**src/rtl/usr_pkg.sv**
```systemverilog
// Shared types for the universal shift register: opcode and FSM state encodings.
package usr_pkg;

    typedef enum logic [2:0] {
        USR_NOP   = 3'd0,
        USR_LOAD  = 3'd1,
        USR_SHL   = 3'd2,
        USR_SHR   = 3'd3,
        USR_ROL   = 3'd4,
        USR_ROR   = 3'd5,
        USR_ASR   = 3'd6,
        USR_CLEAR = 3'd7
    } usr_op_e;

    typedef enum logic {
        IDLE  = 1'b0,
        SHIFT = 1'b1
    } usr_state_e;

    // Opcodes that take a count and run through the SHIFT state.
    function automatic logic is_shift_op(input logic [2:0] op);
        return (op >= 3'd2) && (op <= 3'd6);
    endfunction

endpackage

```
**src/rtl/usr_shift_step.sv**
```systemverilog
// Combinational single-bit step of the shift register for one opcode.
// out_bit is the bit that leaves the register on this step.
module usr_shift_step
    import usr_pkg::*;
#(
    parameter int WIDTH = 8
) (
    input  logic [2:0]       op,
    input  logic [WIDTH-1:0] data,
    input  logic             serial_in,
    output logic [WIDTH-1:0] next_data,
    output logic             out_bit
);

    // One-position move; non-shift opcodes pass the data through untouched.
    always_comb begin
        next_data = data;
        out_bit   = 1'b0;
        case (usr_op_e'(op))
            USR_SHL: begin
                next_data = {data[WIDTH-2:0], serial_in};
                out_bit   = data[WIDTH-1];
            end
            USR_SHR: begin
                next_data = {serial_in, data[WIDTH-1:1]};
                out_bit   = data[0];
            end
            USR_ROL: begin
                next_data = {data[WIDTH-2:0], data[WIDTH-1]};
                out_bit   = data[WIDTH-1];
            end
            USR_ROR: begin
                next_data = {data[0], data[WIDTH-1:1]};
                out_bit   = data[0];
            end
            USR_ASR: begin
                next_data = {data[WIDTH-1], data[WIDTH-1:1]};
                out_bit   = data[0];
            end
            default: begin
                next_data = data;
                out_bit   = 1'b0;
            end
        endcase
    end

endmodule

```
**src/rtl/universal_shift_register.sv**
```systemverilog
// Parametrised multi-mode shift register with a valid/ready command port.
//
//  state | meaning
//  ------+---------------------------------------------------------------
//  IDLE  | cmd_ready high; single-cycle ops complete on the accept edge
//  SHIFT | one single-bit step per edge until the remaining count hits 0
//
// Counts above WIDTH are clamped, so a WIDTH-step ASR of a negative value
// saturates to all-ones. Commands offered while in SHIFT are dropped.
module universal_shift_register
    import usr_pkg::*;
#(
    parameter  int WIDTH = 8,
    localparam int AMT_W = $clog2(WIDTH + 1)
) (
    input  logic             clk,
    input  logic             reset_n,
    input  logic             cmd_valid,
    output logic             cmd_ready,
    input  logic [2:0]       cmd_op,
    input  logic [AMT_W-1:0] cmd_amt,
    input  logic [WIDTH-1:0] load_data,
    input  logic             serial_in,
    output logic [WIDTH-1:0] data_out,
    output logic             serial_out,
    output logic             busy,
    output logic             done
);

    localparam logic [AMT_W-1:0] WIDTH_AMT = AMT_W'(WIDTH);
    localparam logic [AMT_W-1:0] ONE_AMT   = AMT_W'(1);

    usr_state_e       state_q, state_next;
    usr_op_e          op_q, op_next;
    logic [AMT_W-1:0] rem_q, rem_next;
    logic [WIDTH-1:0] data_q, data_next;
    logic             sout_q, sout_next;
    logic             done_q, done_next;

    logic [AMT_W-1:0] amt_clamped;
    logic [WIDTH-1:0] step_data;
    logic             step_bit;

    assign amt_clamped = (cmd_amt > WIDTH_AMT) ? WIDTH_AMT : cmd_amt;

    usr_shift_step #(.WIDTH(WIDTH)) u_step (
        .op        (op_q),
        .data      (data_q),
        .serial_in (serial_in),
        .next_data (step_data),
        .out_bit   (step_bit)
    );

    // State and datapath registers; reset aborts any command in flight.
    always_ff @(posedge clk or negedge reset_n) begin
        if (!reset_n) begin
            state_q <= IDLE;
            op_q    <= USR_NOP;
            rem_q   <= '0;
            data_q  <= '0;
            sout_q  <= 1'b0;
            done_q  <= 1'b0;
        end else begin
            state_q <= state_next;
            op_q    <= op_next;
            rem_q   <= rem_next;
            data_q  <= data_next;
            sout_q  <= sout_next;
            done_q  <= done_next;
        end
    end

    // Next-state and datapath decode: accept in IDLE, step in SHIFT.
    always_comb begin
        state_next = state_q;
        op_next    = op_q;
        rem_next   = rem_q;
        data_next  = data_q;
        sout_next  = sout_q;
        done_next  = 1'b0;
        case (state_q)
            IDLE: begin
                if (cmd_valid) begin
                    case (usr_op_e'(cmd_op))
                        USR_NOP: begin
                            done_next = 1'b1;
                        end
                        USR_LOAD: begin
                            data_next = load_data;
                            done_next = 1'b1;
                        end
                        USR_CLEAR: begin
                            data_next = '0;
                            sout_next = 1'b0;
                            done_next = 1'b1;
                        end
                        default: begin
                            if (amt_clamped == '0) begin
                                done_next = 1'b1;
                            end else begin
                                op_next    = usr_op_e'(cmd_op);
                                rem_next   = amt_clamped;
                                state_next = SHIFT;
                            end
                        end
                    endcase
                end
            end
            SHIFT: begin
                data_next = step_data;
                sout_next = step_bit;
                rem_next  = rem_q - ONE_AMT;
                if (rem_q == ONE_AMT) begin
                    state_next = IDLE;
                    done_next  = 1'b1;
                end
            end
            default: begin
                state_next = IDLE;
            end
        endcase
    end

    assign cmd_ready  = (state_q == IDLE);
    assign busy       = (state_q == SHIFT);
    assign data_out   = data_q;
    assign serial_out = sout_q;
    assign done       = done_q;

endmodule

```
**config.mk**
```make
export PLATFORM = sky130hd
export DESIGN_NAME = universal_shift_register
export DESIGN_NICKNAME = d
export VERILOG_FILES = /design/src/rtl/usr_pkg.sv /design/src/rtl/usr_shift_step.sv /design/src/rtl/universal_shift_register.sv
export SDC_FILE = /design/constraint.sdc
export NUM_CORES = 1
export LEC_CHECK = 0
export ABC_AREA = 1
export CORE_MARGIN = 2
export CORE_UTILIZATION = 30
export CTS_CLUSTER_DIAMETER = 120
export CTS_CLUSTER_SIZE = 28
export DETAILED_ROUTE_END_ITERATION = 8
export SYNTH_ARGS = -nofsm -noshare
export SYNTH_HDL_FRONTEND = slang
export SYNTH_SLANG_ARGS = --single-unit
```
**constraint.sdc**
```tcl
create_clock -name clk -period 1.5 [get_ports clk]
set_clock_uncertainty 0.15 [all_clocks]
set_input_delay 0.15 -clock clk [delete_from_list [all_inputs] [get_ports clk]]
set_output_delay 0.15 -clock clk [all_outputs]
set_load 0.01 [all_outputs]
```
==> key figures, run 1 <==
Logic synthesis
  – Number of library cell types mapped by synthesis: 29
  – Warnings, synthesis: 0
  – Mapped Nets: roughly 200
  – Synth Register Bits: 18
  – Instance count of the mapped netlist: 183
  – Mean area per synthesized cell: 7.733 um^2
  – Sequential fraction of the synthesis area: 0.3183
  – Mapped cell area: between 0.001 and 0.0015 mm^2

Drt
  – Average wire per cell in the routed design: 12.23 um
  – Post-detailed-route DRC marker count: 0
  – Violation count after the first detailed-routing iteration: 66
  – Highest Signal Layer: met4
  – Remaining number of nets flagged by the antenna check after routing: 0
  – Drt pass-1 iters: 4
  – Met3 routed WL: between 40 and 50 um
  – Via density: 4.530
  – Met2 wire len: 1813 um
  – Total detailed-routing wirelength: around 3600 um
  – DRT met1 WL: about 1800 um
  – Vias: between 1000 and 1500

Placement
  – DPL Wire Length: 2642 um
  – Global placer's final weighted congestion: between 0.9 and 1
  – PortBufs: 30

Timing
  – Slew at the pin closest to its max-slew limit: 0.2587 ns
  – Minimum clock period after layout: 1.494 ns
  – Fmax: 669.5 MHz
  – Max_slew headroom: 0.8275
  – Worst hold margin: between 0.07 and 0.08 ns
  – Fin. Hold Viols: 0
  – Final count of negative-setup-slack endpoints: 0
  – Pins Over Slew Limit: 0
  – RSZ-0062 raised after global routing: true
  – Post-route clock period utilization: 0.9958

Worst setup path
  – RR Endpoint: data_out[5]
  – Reg2reg setup slack: between 0.006 and 0.007 ns
  – Worst Path Arrival: 1.49 ns
  – CP Class: reg2reg
  – Kind of end point of the critical path: register
  – Crit path launch type: register
  – Launching instance or port of the critical path: op_q[1]
  – Worst-case reg-to-reg path depth: 8
  – Data required, critical path: approximately 1.5 ns
  – Termination of the worst setup path: data_out[5]
  – Critical register-to-register path startpoint: op_q[1]
  – Largest fanout on the critical path: 7

Global route
  – Via count of the first global-routing pass: about 1300
  – Antenna violations before repair: 0
  – Pin count of the biggest net entering global routing: 19
  – Global Route Usage Sum: 0.1403
  – Global-route wire length before repair: a little under 6000 um
  – Overflow after GRT: 0

Clocking
  – Clock tree sinks: 18
  – Cts bufs inserted: 3
  – Worst skew pair latency: 0.25 ns
  – Count of hold-fix buffers inserted at cts: 0
  – Clock slew at the register clock pins of the worst setup and hold paths: around 0.07 ns
  – Clock root buffer: clkbuf_8
  – Clock tree from TritonCTS: done
  – Number of buffers between clock root and the deepest sink: 2
  – H-Tree Depth: 1

Layout
  – Final core utilization: 0.4772
  – Number of nets at the end of the flow: 269
  – Share of post-route cells with drive strength above 1: 0.3659
  – Total inserted antenna cells: 0
  – Post-synthesis to final-layout area growth: 49.87%

Power and ir drop
  – Leakage component of the power: between 1 and 1.5 nW
  – Max VDD drop: approximately 760 uV
  – Pwr dens: 2391 mW/mm^2

Floorplan
  – Vertical extent of the die: 72.68 um
  – Num ports: 31
  – Die outline width: approximately 73 um
  – Row count: 24
  – Overall die area: roughly 0.0053 mm^2
  – Starting Density: 0.3184
  – Area of the placeable core: about 0.0044 mm^2

Outcome
  – Outcome: complete, no violations

Job
  – Count of maximum capacitance violations: 0

Hold path
  – Worst min path class: in2async
[through the flow]
step | cell area [um^2] | cells | TNS (ns) | power (mW) | setup WS, ns
after floorplan | 1415 | 183 | 0 | 3.203 | 0.07408
after global placement | 1942 | 287 | -1.842 | 4.269 | -0.1345
after detailed placement | 1942 | 287 | -2.107 | 4.269 | -0.1471
after CTS | 2031 | 296 | 0 | 4.726 | 0.009930
after global routing | 2121 | 298 | -0.1213 | 5.522 | -0.05234
final | 2121 | 298 | 0 | 5.071 | 0.006267
[critical path, stage by stage (launching register included)]
cell,delay (ns)
dfrtp_2,0.46
inv_4,0.07
nand2_2,0.06
nor2_2,0.05
nor2_4,0.18
nand2_8,0.10
buf_6,0.13
a21oi_2,0.15
a21oi_2,0.04
[cell usage after synthesis, drive strengths merged]
library cell | number | area share
nand3 | 10 | 0.078
clkbuf | 1 | 0.0026
nor2 | 29 | 0.098
buf | 3 | 0.021
ha | 2 | 0.018
xnor2 | 1 | 0.0062
o21ai | 8 | 0.031
a22oi | 1 | 0.0053
nand2 | 55 | 0.20
nand3b | 1 | 0.014
dfrtp | 18 | 0.32
xor2 | 1 | 0.0062
nand4 | 11 | 0.049
inv | 21 | 0.063
o211ai | 1 | 0.0053
a21oi | 20 | 0.089
[routing by layer]
| metal | vias to the layer above | track usage |
|---|---|---|
| li1 | 731 | - |
| met1 | 603 | 0.1887 |
| met2 | 14 | 0.2354 |
| met3 | 2 | 0.01243 |
| met4 | 0 | 0.04938 |
| met5 | - | 0 |
[worst min-delay path by stage]
stage | startpoint | to | depth (start not counted)
2_1_floorplan | reset_n | busy | 0
3_3_place_gp | serial_out | serial_out | 2
3_5_place_dp | serial_out | serial_out | 2
4_1_cts | reset_n | rem_q[2] | 2
5_1_grt | reset_n | data_out[6] | 2
6_report | reset_n | rem_q[2] | 2
[what timing repair did]
action                     in CTS  in global routing
buffers inserted                6                  2
setup endpoints to repair      17                 13
pin swaps                       0                  9
cloned                          0                  0
gates resized for setup        11                 18
[cells in the final DEF (no fill, tap or decap), types with 4 or more instances in the layout]
cell type	instances
nand2_1	44
buf_4	33
clkdlybuf4s50_1	23
nor2_1	18
inv_1	13
dfrtp_1	13
nand4_1	11
a21oi_1	11
a21oi_2	9
nor2_4	6
inv_4	5
nor2_2	5
nand3_4	5
dfrtp_2	5
dlygate4sd2_1	5
nand2_4	4
nand2_2	4
o21ai_1	4
[logic make-up after synthesis]
| kind of cell | after synthesis | share of synthesized area |
|---|---|---|
| buffers and inverters | 25 | 0.08664 |
| AOI/OAI and AO/OA | 30 | 0.1309 |
| and+or+nand+nor | 106 | 0.4341 |
| adders and majority gates | 2 | 0.01768 |
| DFF | 18 | 0.3183 |
| xor gates and xnor gates | 2 | 0.01238 |
[state kept, by name, indices dropped and copies added, names as in the netlist]
name	flops
data_out	8
rem_q	4
op_q	3
busy	1
done	1
serial_out	1
[report_power, final]
part           internal (mW)  total (mW)  leakage, nW  switching (mW)
Combinational           1.65        3.67        0.790            2.02
Clock                  0.178       0.340       0.0216           0.161
Sequential             0.761        1.06        0.204           0.300
Total                   2.59        5.07         1.02            2.48
[area by class of cell]
| class | instances | area, um^2 |
|---|---|---|
| clock buffer | 3 | 41.29 |
| fill | 443 | 2323 |
| inverter | 21 | 91.34 |
| multi-input combinational | 140 | 908.4 |
| sequential | 18 | 456.7 |
| tap | 52 | 65.06 |
| timing repair buffer | 64 | 558.0 |
(Power assumes the default switching activity.)
==> run 2, diff against run 1 <==
--- a/config.mk
+++ b/config.mk
@@ -6,11 +6,14 @@
 export NUM_CORES = 1
 export LEC_CHECK = 0
 export ABC_AREA = 1
+export CELL_PAD_IN_SITES_DETAIL_PLACEMENT = 0
+export CELL_PAD_IN_SITES_GLOBAL_PLACEMENT = 1
 export CORE_MARGIN = 2
 export CORE_UTILIZATION = 30
 export CTS_CLUSTER_DIAMETER = 120
 export CTS_CLUSTER_SIZE = 28
 export DETAILED_ROUTE_END_ITERATION = 8
+export PLACE_DENSITY_LB_ADDON = 0.1
 export SYNTH_ARGS = -nofsm -noshare
 export SYNTH_HDL_FRONTEND = slang
 export SYNTH_SLANG_ARGS = --single-unit
==> run 2 against run 1 <==
Compared with the run above:
- the flow now finishes with violations (negative setup slack)
- final area is 0.53% higher
- register-to-register slack about the same
- die area stayed put
- first-iteration DRC count down 3.0%
- setup slack worse by 0.0075 ns
- critical endpoint is now data_out[0]
- largest power group unchanged
==> key figures, run 2 (synthesis gave the netlist of run 1 again) <==
Outcome
  – Failing checks: negative setup slack
  – Outcome: finished with violations

Placement
  – DPL Wire Length: 2951 um (+12%)
  – Pre-CTS WS: -0.1888 ns (-0.04175 ns)
  – Global placer's final weighted congestion: 0.8176 (-9.6%)
  – PortBufs: 30 (unchanged)

Layout
  – Share of post-route cells with drive strength above 1: 0.3714 (+0.005575)
  – Most common cell after layout, fill and taps aside: nand2_1
  – Number of fill cells in the layout: 459 (+3.6%)
  – Commonest cells after routing, fill and taps aside: nand2_1, buf_4, clkdlybuf4s50_1
  – Post-synthesis to final-layout area growth: 50.66%
  – Total inserted antenna cells: 0 (unchanged)
  – Flip-flop count of the largest register, all copies and words added: 8 (unchanged)
  – Number of nets at the end of the flow: 267 (-0.74%)

Global route
  – Antenna violations before repair: 0 (unchanged)
  – Global-route wire length before repair: 6782 um (+17%)
  – Global Route Usage Sum: 0.1629 (+0.02261)
  – Pin count of the biggest net entering global routing: 19 (unchanged)
  – Overflow after GRT: 0 (unchanged)
  – Via count of the first global-routing pass: 1453 (+11%)

Timing
  – Max_slew headroom: 0.7952 (-0.03231)
  – Slew at the pin closest to its max-slew limit: 0.3040 ns (+0.04529 ns)
  – Fin worst setup slack: -0.001263 ns (-0.007531 ns)
  – Fmax: 666.1 MHz (-0.50%)
  – Worst hold margin: 0.07020 ns (-0.005009 ns)
  – Fin. Hold Viols: 0 (unchanged)
  – Pins Over Slew Limit: 0 (unchanged)
  – Post-route clock period utilization: 1.001 (+0.005021)
  – RSZ-0062 raised after global routing: true
  – Minimum clock period after layout: 1.501 ns (+0.007531 ns)
  – Final count of negative-setup-slack endpoints: 1 (+1)

Worst setup path
  – Crit path launch type: register
  – CP Class: reg2reg
  – Kind of end point of the critical path: register
  – Data required, critical path: 1.53 ns (+0.04 ns)
  – Worst Path Arrival: 1.54 ns (+0.05 ns)
  – Largest fanout on the critical path: 8 (+1)
  – Reg2reg setup slack: -0.001 ns (about the same)

Floorplan
  – Area of the placeable core: 0.004444 mm^2 (unchanged)
  – Overall die area: 0.005282 mm^2 (unchanged)
  – Starting Density: 0.3184 (unchanged)
  – Vertical extent of the die: 72.68 um (unchanged)
  – Row count: 24 (unchanged)
  – Die outline width: 72.68 um (unchanged)
  – Num ports: 31 (unchanged)

Clocking
  – Clock root buffer: clkbuf_8
  – H-Tree Depth: 1 (unchanged)
  – Clock tree from TritonCTS: done
  – Clock slew at the register clock pins of the worst setup and hold paths: 0.08 ns (about the same)
  – Count of hold-fix buffers inserted at cts: 0 (unchanged)
  – Number of buffers between clock root and the deepest sink: 2 (unchanged)
  – Cts bufs inserted: 3 (unchanged)
  – Worst skew pair latency: 0.26 ns (about the same)
  – Clock tree sinks: 18 (unchanged)

Drt
  – Vias: 1417 (+5.0%)
  – Average wire per cell in the routed design: 12.94 um (+5.8%)
  – Highest Signal Layer: met4
  – Remaining number of nets flagged by the antenna check after routing: 0 (unchanged)
  – Post-detailed-route DRC marker count: 0 (unchanged)
  – DRT met1 WL: 1841 um (+5.1%)
  – Met2 wire len: 1854 um (+2.3%)
  – Total detailed-routing wirelength: 3844 um (+5.5%)
  – Drt pass-1 iters: 4 (unchanged)
  – Via density: 4.771 (+5.3%)
  – Violation count after the first detailed-routing iteration: 64 (-3.0%)
  – Met3 routed WL: 122 um (+170%)

Hold path
  – Worst min path class: in2async

Power and ir drop
  – Leakage component of the power: 1.026 nW (+1.0%)
  – Pwr dens: 2367 mW/mm^2 (-1.0%)
  – Max VDD drop: 774.3 uV (+2.3%)

Job
  – Count of maximum capacitance violations: 0 (unchanged)
[run 2: per-stage QoR]
stage	instance area, um^2	util	TNS (ns)	cells	power (mW)
2_1_floorplan	1415	-	0	183	3.203
5_1_grt	2132	0.4797	-0.3801	297	5.534
3_3_place_gp	1982	0.4459	-1.847	289	4.394
3_5_place_dp	1982	0.4459	-2.455	289	4.447
6_report	2132	0.4797	-0.001263	297	5.047
4_1_cts	2086	0.4693	-0.002702	297	4.975
[run 2: cell type report]
type                       count  area (um^2)  area share
timing repair buffer          62        568.0      0.2664
sequential                    18        456.7      0.2142
tap                           52        65.06     0.03052
inverter                      21        88.84     0.04167
clock buffer                   4        55.05     0.02582
multi-input combinational    140        898.4      0.4214
[run 2: routing by layer]
metal / vias to the layer above / GRT usage
met5: - / 0
met4: 0 / 0.05556
met3: 2 / 0.02901
met2: 24 / 0.2596
met1: 667 / 0.2222
li1: 724 / -
[run 2: worst paths after layout]
check / from / endpoint / cells after the start
worst min register to register: serial_out / serial_out / 2
worst max register to register: op_q[1] / data_out[0] / 8
worst max-delay path: op_q[1] / data_out[0] / 8
max in group asynchronous: reset_n / data_out[1] / 2
worst min-delay path: reset_n / rem_q[2] / 2
min in group clk: serial_out / serial_out / 2
[run 2: repair_timing]
item                       CTS  global route
setup buffers                4             0
resized for setup           20            11
pin swaps                    3             7
setup endpoints to repair   19            15
[run 2: power breakdown]
group	switching (mW)	leakage [nW]	internal [mW]	total, mW
logic	1.97	0.793	1.60	3.57
clock network	0.174	0.0288	0.233	0.407
registers	0.309	0.204	0.761	1.07
total	2.45	1.03	2.59	5.05
[run 2: critical path: stages (launching register included)]
cell     delay [ns]
dfrtp_2        0.46
buf_4          0.16
nand2_2        0.06
nand2_2        0.05
nor2_4         0.15
nand2_8        0.11
nand2_8        0.12
nor2_4         0.04
a21oi_2        0.13
